**config.mk**
```make
export PLATFORM = sky130hd
export DESIGN_NAME = channel_init_sched_flat
export DESIGN_NICKNAME = d
export VERILOG_FILES = /design/src/rtl/channel_init_sched_if.sv /design/src/rtl/channel_init_sched.sv /design/src/flat_wrapper.sv
export SDC_FILE = /design/constraint.sdc
export NUM_CORES = 1
export LEC_CHECK = 0
export ABC_AREA = 1
export BUFFER_PORTS_ARGS = -buffer_cell sky130_fd_sc_hd__buf_2
export CAP_MARGIN = 5
export CORE_MARGIN = 3
export CORE_UTILIZATION = 52
export DETAILED_ROUTE_END_ITERATION = 8
export GPL_TIMING_DRIVEN = 0
export PLACE_DENSITY = 0.74
export SETUP_SLACK_MARGIN = 0.4
export SYNTH_ARGS = -nofsm -noshare
export SYNTH_HDL_FRONTEND = slang
export SYNTH_SLANG_ARGS = --single-unit
```
**constraint.sdc**
```tcl
create_clock -name clk -period 3.68 [get_ports clk]
set_input_delay 0.368 -clock clk [delete_from_list [all_inputs] [get_ports clk]]
set_output_delay 0.368 -clock clk [all_outputs]
set_load 0.01 [all_outputs]
```
**src/rtl/channel_init_sched_if.sv**
```systemverilog
// channel_init_sched_if: request/interrupt/status bundle for the channel init scheduler (abort port under CHINIT_ABORT_EN)
interface channel_init_sched_if #(
  parameter int NCH = 8,
  parameter int CW  = 3
);
  logic           req_wr;
  logic [NCH-1:0] req_mask;
  logic [NCH-1:0] intr_pulse;
  logic           err_clr;
`ifdef CHINIT_ABORT_EN
  logic           abort;
`endif
  logic [NCH-1:0] doinit_pulse;
  logic [NCH-1:0] pending;
  logic           busy;
  logic [CW-1:0]  cur_ch;
  logic           done_pulse;
  logic           timeout_err;
  logic [CW-1:0]  timeout_ch;
`ifdef CHINIT_ABORT_EN
  modport master (output req_wr, req_mask, intr_pulse, err_clr, abort,
                  input doinit_pulse, pending, busy, cur_ch, done_pulse, timeout_err, timeout_ch);
  modport slave  (input req_wr, req_mask, intr_pulse, err_clr, abort,
                  output doinit_pulse, pending, busy, cur_ch, done_pulse, timeout_err, timeout_ch);
`else
  modport master (output req_wr, req_mask, intr_pulse, err_clr,
                  input doinit_pulse, pending, busy, cur_ch, done_pulse, timeout_err, timeout_ch);
  modport slave  (input req_wr, req_mask, intr_pulse, err_clr,
                  output doinit_pulse, pending, busy, cur_ch, done_pulse, timeout_err, timeout_ch);
`endif
endinterface

```
**src/rtl/channel_init_sched.sv**
```systemverilog
// channel_init_sched: round-robin one-at-a-time do_init sequencer with watchdog; optional abort via CHINIT_ABORT_EN
module channel_init_sched #(
  parameter int NCH     = 8,
  parameter int CW      = 3,
  parameter int TIMEOUT = 65535
) (
  input logic clk,
  input logic reset,
  channel_init_sched_if.slave bus
);
  typedef enum logic [1:0] {IDLE, ISSUE, WAIT} state_t;
  state_t         state_q, state_d;
  logic [NCH-1:0] pending_q, pending_d, clr_mask;
  logic [CW-1:0]  rr_ptr_q, rr_ptr_d, cur_ch_q, cur_ch_d, timeout_ch_q, timeout_ch_d, sel_ch, nxt_ch;
  logic [19:0]    wdog_q, wdog_d;
  logic           timeout_err_q, timeout_err_d, done, tmo_set, hit, tmo;
  int             j;
  // descending scan so the lowest offset from rr_ptr is the one left standing
  always_comb begin
    sel_ch = '0;
    j = 0;
    for (int i = NCH - 1; i >= 0; i--) begin
      j = int'(rr_ptr_q) + i;
      j = (j >= NCH) ? j - NCH : j;
      if (pending_q[j]) sel_ch = CW'(j);
    end
  end
  assign hit    = bus.intr_pulse[cur_ch_q];
  assign tmo    = wdog_q == 20'(TIMEOUT - 1);
  assign nxt_ch = (cur_ch_q == CW'(NCH - 1)) ? '0 : cur_ch_q + CW'(1);
  always_comb begin
    state_d      = state_q;
    cur_ch_d     = cur_ch_q;
    rr_ptr_d     = rr_ptr_q;
    wdog_d       = wdog_q;
    timeout_ch_d = timeout_ch_q;
    clr_mask     = '0;
    done         = 1'b0;
    tmo_set      = 1'b0;
    case (state_q)
      IDLE: begin
        cur_ch_d = (|pending_q) ? sel_ch : cur_ch_q;
        state_d  = (|pending_q) ? ISSUE : IDLE;
      end
      ISSUE: begin
        clr_mask = NCH'(1) << cur_ch_q;
        wdog_d   = '0;
        state_d  = WAIT;
      end
      WAIT: begin
        wdog_d       = wdog_q + 20'd1;
        done         = hit;
        tmo_set      = !hit && tmo;
        timeout_ch_d = tmo_set ? cur_ch_q : timeout_ch_q;
        rr_ptr_d     = (hit || tmo) ? nxt_ch : rr_ptr_q;
        state_d      = (hit || tmo) ? IDLE : WAIT;
      end
      default: state_d = IDLE;
    endcase
    pending_d = (pending_q & ~clr_mask) | (bus.req_wr ? bus.req_mask : '0);
`ifdef CHINIT_ABORT_EN
    if (bus.abort) begin
      pending_d    = '0;
      state_d      = IDLE;
      done         = 1'b0;
      tmo_set      = 1'b0;
      rr_ptr_d     = rr_ptr_q;
      timeout_ch_d = timeout_ch_q;
    end
`endif
    timeout_err_d = tmo_set | (timeout_err_q & ~bus.err_clr);
  end
  always_ff @(posedge clk) begin
    if (reset) begin
      state_q       <= IDLE;
      pending_q     <= '0;
      rr_ptr_q      <= '0;
      cur_ch_q      <= '0;
      wdog_q        <= '0;
      timeout_err_q <= 1'b0;
      timeout_ch_q  <= '0;
    end else begin
      state_q       <= state_d;
      pending_q     <= pending_d;
      rr_ptr_q      <= rr_ptr_d;
      cur_ch_q      <= cur_ch_d;
      wdog_q        <= wdog_d;
      timeout_err_q <= timeout_err_d;
      timeout_ch_q  <= timeout_ch_d;
    end
  end
  assign bus.doinit_pulse = clr_mask;
  assign bus.pending      = pending_q;
  assign bus.busy         = (state_q == ISSUE) || (state_q == WAIT);
  assign bus.cur_ch       = cur_ch_q;
  assign bus.done_pulse   = done;
  assign bus.timeout_err  = timeout_err_q;
  assign bus.timeout_ch   = timeout_ch_q;
endmodule

```
**src/flat_wrapper.sv**
```systemverilog
// flat-port wrapper written by rule: the top's interface ports become plain ports
module channel_init_sched_flat 
#(
  parameter int NCH     = 8,
  parameter int CW      = 3,
  parameter int TIMEOUT = 65535
)
  (clk, reset, bus_req_wr, bus_req_mask, bus_intr_pulse, bus_err_clr, bus_doinit_pulse, bus_pending, bus_busy, bus_cur_ch, bus_done_pulse, bus_timeout_err, bus_timeout_ch);
  channel_init_sched_if #(.NCH(NCH), .CW(CW)) bus_i ();
  input logic clk;
  input logic reset;
  input wire logic [$bits(bus_i.req_wr)-1:0] bus_req_wr;
  input wire logic [$bits(bus_i.req_mask)-1:0] bus_req_mask;
  input wire logic [$bits(bus_i.intr_pulse)-1:0] bus_intr_pulse;
  input wire logic [$bits(bus_i.err_clr)-1:0] bus_err_clr;
  output wire logic [$bits(bus_i.doinit_pulse)-1:0] bus_doinit_pulse;
  output wire logic [$bits(bus_i.pending)-1:0] bus_pending;
  output wire logic [$bits(bus_i.busy)-1:0] bus_busy;
  output wire logic [$bits(bus_i.cur_ch)-1:0] bus_cur_ch;
  output wire logic [$bits(bus_i.done_pulse)-1:0] bus_done_pulse;
  output wire logic [$bits(bus_i.timeout_err)-1:0] bus_timeout_err;
  output wire logic [$bits(bus_i.timeout_ch)-1:0] bus_timeout_ch;
  assign bus_i.req_wr = bus_req_wr;
  assign bus_i.req_mask = bus_req_mask;
  assign bus_i.intr_pulse = bus_intr_pulse;
  assign bus_i.err_clr = bus_err_clr;
  assign bus_doinit_pulse = bus_i.doinit_pulse;
  assign bus_pending = bus_i.pending;
  assign bus_busy = bus_i.busy;
  assign bus_cur_ch = bus_i.cur_ch;
  assign bus_done_pulse = bus_i.done_pulse;
  assign bus_timeout_err = bus_i.timeout_err;
  assign bus_timeout_ch = bus_i.timeout_ch;
  channel_init_sched #(.NCH(NCH), .CW(CW), .TIMEOUT(TIMEOUT)) u_core (.clk(clk), .reset(reset), .bus(bus_i));
endmodule
```
==> impl_metrics.yaml <==
yosys:
  synthAdderAreaFrac_pct: 6.363
  synth_top_cell_by_area: "dfxtp_1"
  ys_ff_latch: 40
  syn_nets: 417
  ys_seq_area_share_pct: 31.33
  netlist-cell-type-count: 39
  yosys.area_share.simple_pct: 34.70
  synthTopCellsByArea: "dfxtp_1, nand2_1, nand3_1, a21oi_1, ha_1"
  synth_warnings: 0
  netlist_instances: 384
  synth_mux_area_share_pct: 0.3916
  synth_top_family_by_area: "simple AND/OR/NAND/NOR gates"
  synth_area_um2: 2556
  avgSynthCellArea_um2: 6.657
  yosysTopAreaCellShare_pct: 31.33
  synthXorXnorAreaFrac_pct: 0.6363
  synth_compound_area_share_pct: 16.94
run:
  drv_cap: 0
place:
  portBuffers: 43
  pre_cts_ws_ns: 1.428
  dpl_cell_area_um2: 2853
  hpwl_um: 4880
  dp_cells: 492
  gp_congestion: 0.9349
layout:
  fin_area_um2: 2968
  diodes: 0
  syn2layout_area_growth_pct: 16.10
  n_fill_cell: 421
  layout-drive-gt1-share_pct: 20.23
  finalNetCount: 467
  fin_cells: 500
worst_setup_path:
  cp_data_required_time_ns: 3.87
  cp_slowest_cell: "dfxtp_1"
  worstPathMaxFanout: 9
  worst_path_dominant_cell_family: "buffers and inverters"
  critPathLaunchType: "register"
  crit_type: "register to register"
  worstPathCellList: "buf_6, inv_2, ha_1, buf_2, inv_1, nand3_1, nand3_1, nand2_1, inv_1, nand2_1, nand2_1, a21oi_1, o21bai_1, nand2_1, nand3_1, nand2_1, inv_1"
  arrival_ns: 2.46
  max_stage_delay_ns: 0.35
  worst_path_most_repeated_cell: "nand2_1"
  critPathBufInv: 6
  cp-end-kind: "register"
power:
  p_seq_share_pct: 35.5
  switching_share_pct: 39.36
  max-vdd-ir-drop_mv: 0.2739
  power.share.clock_pct: 26.4
  switchingPower_uw: 553.5
  p_comb_share_pct: 38.1
  leakage_nw: 1.365
  intPower_uw: 852.7
  p_per_area_nw_per_um2: 473.8
clock_network:
  cts_buffers: 5
  clock_path_buffers: 2
  htree_levels: 2
  cts_root_buffer: "clkbuf_8"
  postCtsHoldBufs: 0
  clkTransAtPathRegs_ns: 0.09
  cts_tree: "done"
  post_cts_resized: 0
  postCtsSetupBuffers: 0
  clk_latency_ns: 0.30
  cts_sinks: 40
drt:
  top_layer: "met4"
  totalWireLength_um: 6141
  postRouteAntennaNets: 0
  drt_pass1_iterations: 4
  num_vias: 2604
  route.met3.wl_um: 246
  drt_iter0_markers: 134
  wl_met2_um: 2997
  met1_length_um: 2798
  drt-wirelength-per-cell_um: 12.28
  drc: 0
  via_per_inst: 5.208
global_route:
  grt_usage_pct: 21.95
  grt-ovfl-total: 0
  grt_start_max_net_pins: 15
  grt_pass1_vias: 2440
  grt_pass1_wl_um: 10760
  antenna_found_initial: 0
sta:
  fin_tns_setup_ns: 0
  fin_crit_sh_pct: 61.63
  worst_slack_ns: 1.412
  grt_setup_unrepaired: "false"
  hold_violations: 0
  skew_ns: 0.007590
  finalSetupViolations: 0
  relSlewSlack_pct: 64.81
  fmaxAchievable_ghz: 0.4409
  slew_viol_final: 0
  min_period_ns: 2.268
  worst_pin_slew_ns: 0.5279
  whs_ns: 0.3123
floorplan:
  die-area_um2: 5793
  core_area_um2: 4534
  rows: 24
  die_w_um: 76.11
  initial_core_util_pct: 56.37
  ioPinCount: 45
  die_h_um: 76.11
outcome:
  status: "finished clean"
hold_path:
  hp-class: "primary input to register"
path summary, 6_finish.rpt:
check / cells past startpoint / end / from / slack, ns
worst max-delay path: 17 / u_core.bus.cur_ch[0] / u_core.rr_ptr_q[1] / 1.41
worst min-delay path: 3 / u_core.bus.pending[6] / bus_req_mask[6] / 0.31
worst max register to register: 17 / u_core.bus.cur_ch[0] / u_core.rr_ptr_q[1] / 1.41
worst min register to register: 2 / u_core.bus.timeout_err / u_core.bus.timeout_err / 0.47
worst min-delay path, delay by kind of cell:
kind	cells	cell delay (ns)
buf+inv	1	0.10
compound gates	1	0.05
simple gates	1	0.05
final cells by class:
cell class / count / area [um2] / share of cell area [%]
multi-input cells: 284 / 1509 / 50.84
flip-flops and latches: 40 / 800.8 / 26.98
repair buffers: 43 / 215.2 / 7.251
clock buffers: 5 / 68.82 / 2.319
clock inverters: 3 / 46.29 / 1.560
well taps: 65 / 81.33 / 2.740
plain buffers: 8 / 50.05 / 1.686
inverters: 52 / 196.4 / 6.619
routing by layer:
layer	track usage (%)	vias up
li1	-	1356
met1	27.76	1180
met2	38.12	54
met3	3.783	14
met4	6.703	0
met5	0	-
metrics by stage:
step	power [mW]	utilization [%]
final	1.406	65.45
after CTS	1.416	65.45
after global routing	1.515	65.45
after detailed placement	1.045	62.91
after floorplan	0.8951	-
after global placement	1.037	62.91
Yosys cell counts:
cell type and instances:
o2111ai_1 1, o211ai_1 1, nor2_1 37, xnor2_2 1, nand4_2 1, nand3_1 41
nand2_2 5, nor3_1 1, inv_2 9, a21oi_1 37, buf_2 1, a21oi_2 1
buf_6 2, nand4_1 3, or4_1 2, o21ai_2 2, nor3b_2 2, inv_1 42
or2_1 1, o21ai_0 20, ha_1 13, a211oi_1 5, o22a_1 1, nand3_2 1
and2_1 1, and3_1 1, a221oi_2 1, nor2_2 5, nor2_4 4, o22ai_1 1
dfxtp_1 40, o21bai_1 2, a31oi_1 2, mux2i_1 1, buf_4 1, o21ai_1 2
clkbuf_1 4, clkinv_2 1, nand2_1 88
logic make-up after synthesis:
kind of cell,after synthesis
DFF,40
and+or+nand+nor,193
buffers and inverters,60
xor gates and xnor gates,1
AOI/OAI and AO/OA,76
adders and majority gates,13
muxes,1
sequential cells by signal, indices dropped and copies added, names as in the netlist:
| signal | cells |
|---|---|
| u_core.rr_ptr_q | 3 |
| u_core.bus.timeout_err | 1 |
| u_core.wdog_q | 20 |
| u_core.bus.timeout_ch | 3 |
| u_core.bus.cur_ch | 3 |
| u_core.bus.pending | 8 |
| u_core.state_q | 2 |
power groups by stage:
stage               Sequential (mW)  Clock (mW)  Combinational, mW
finish                        0.499       0.372              0.536
floorplan                     0.505           0              0.390
global placement              0.508           0              0.530
detailed placement            0.510           0              0.535
global route                  0.505       0.393              0.617
CTS                           0.500       0.376              0.540
cell usage in the layout (no fill, tap or decap), drive strengths merged:
cell	n
mux2i	1
or4	2
o22a	1
nand2	93
o21ai	24
o22ai	1
a211oi	5
buf	47
o21bai	2
clkbuf	9
nor3	1
clkinvlp	1
a21oi	38
nor3b	2
a221oi	1
bufinv	1
dfxtp	40
or2	1
nand4	4
o211ai	1
xnor2	1
inv	52
ha	13
and3	1
a31oi	2
clkinv	1
and2	1
nor2	46
nand3	42
o2111ai	1
Power figures use the tool's default switching activity.
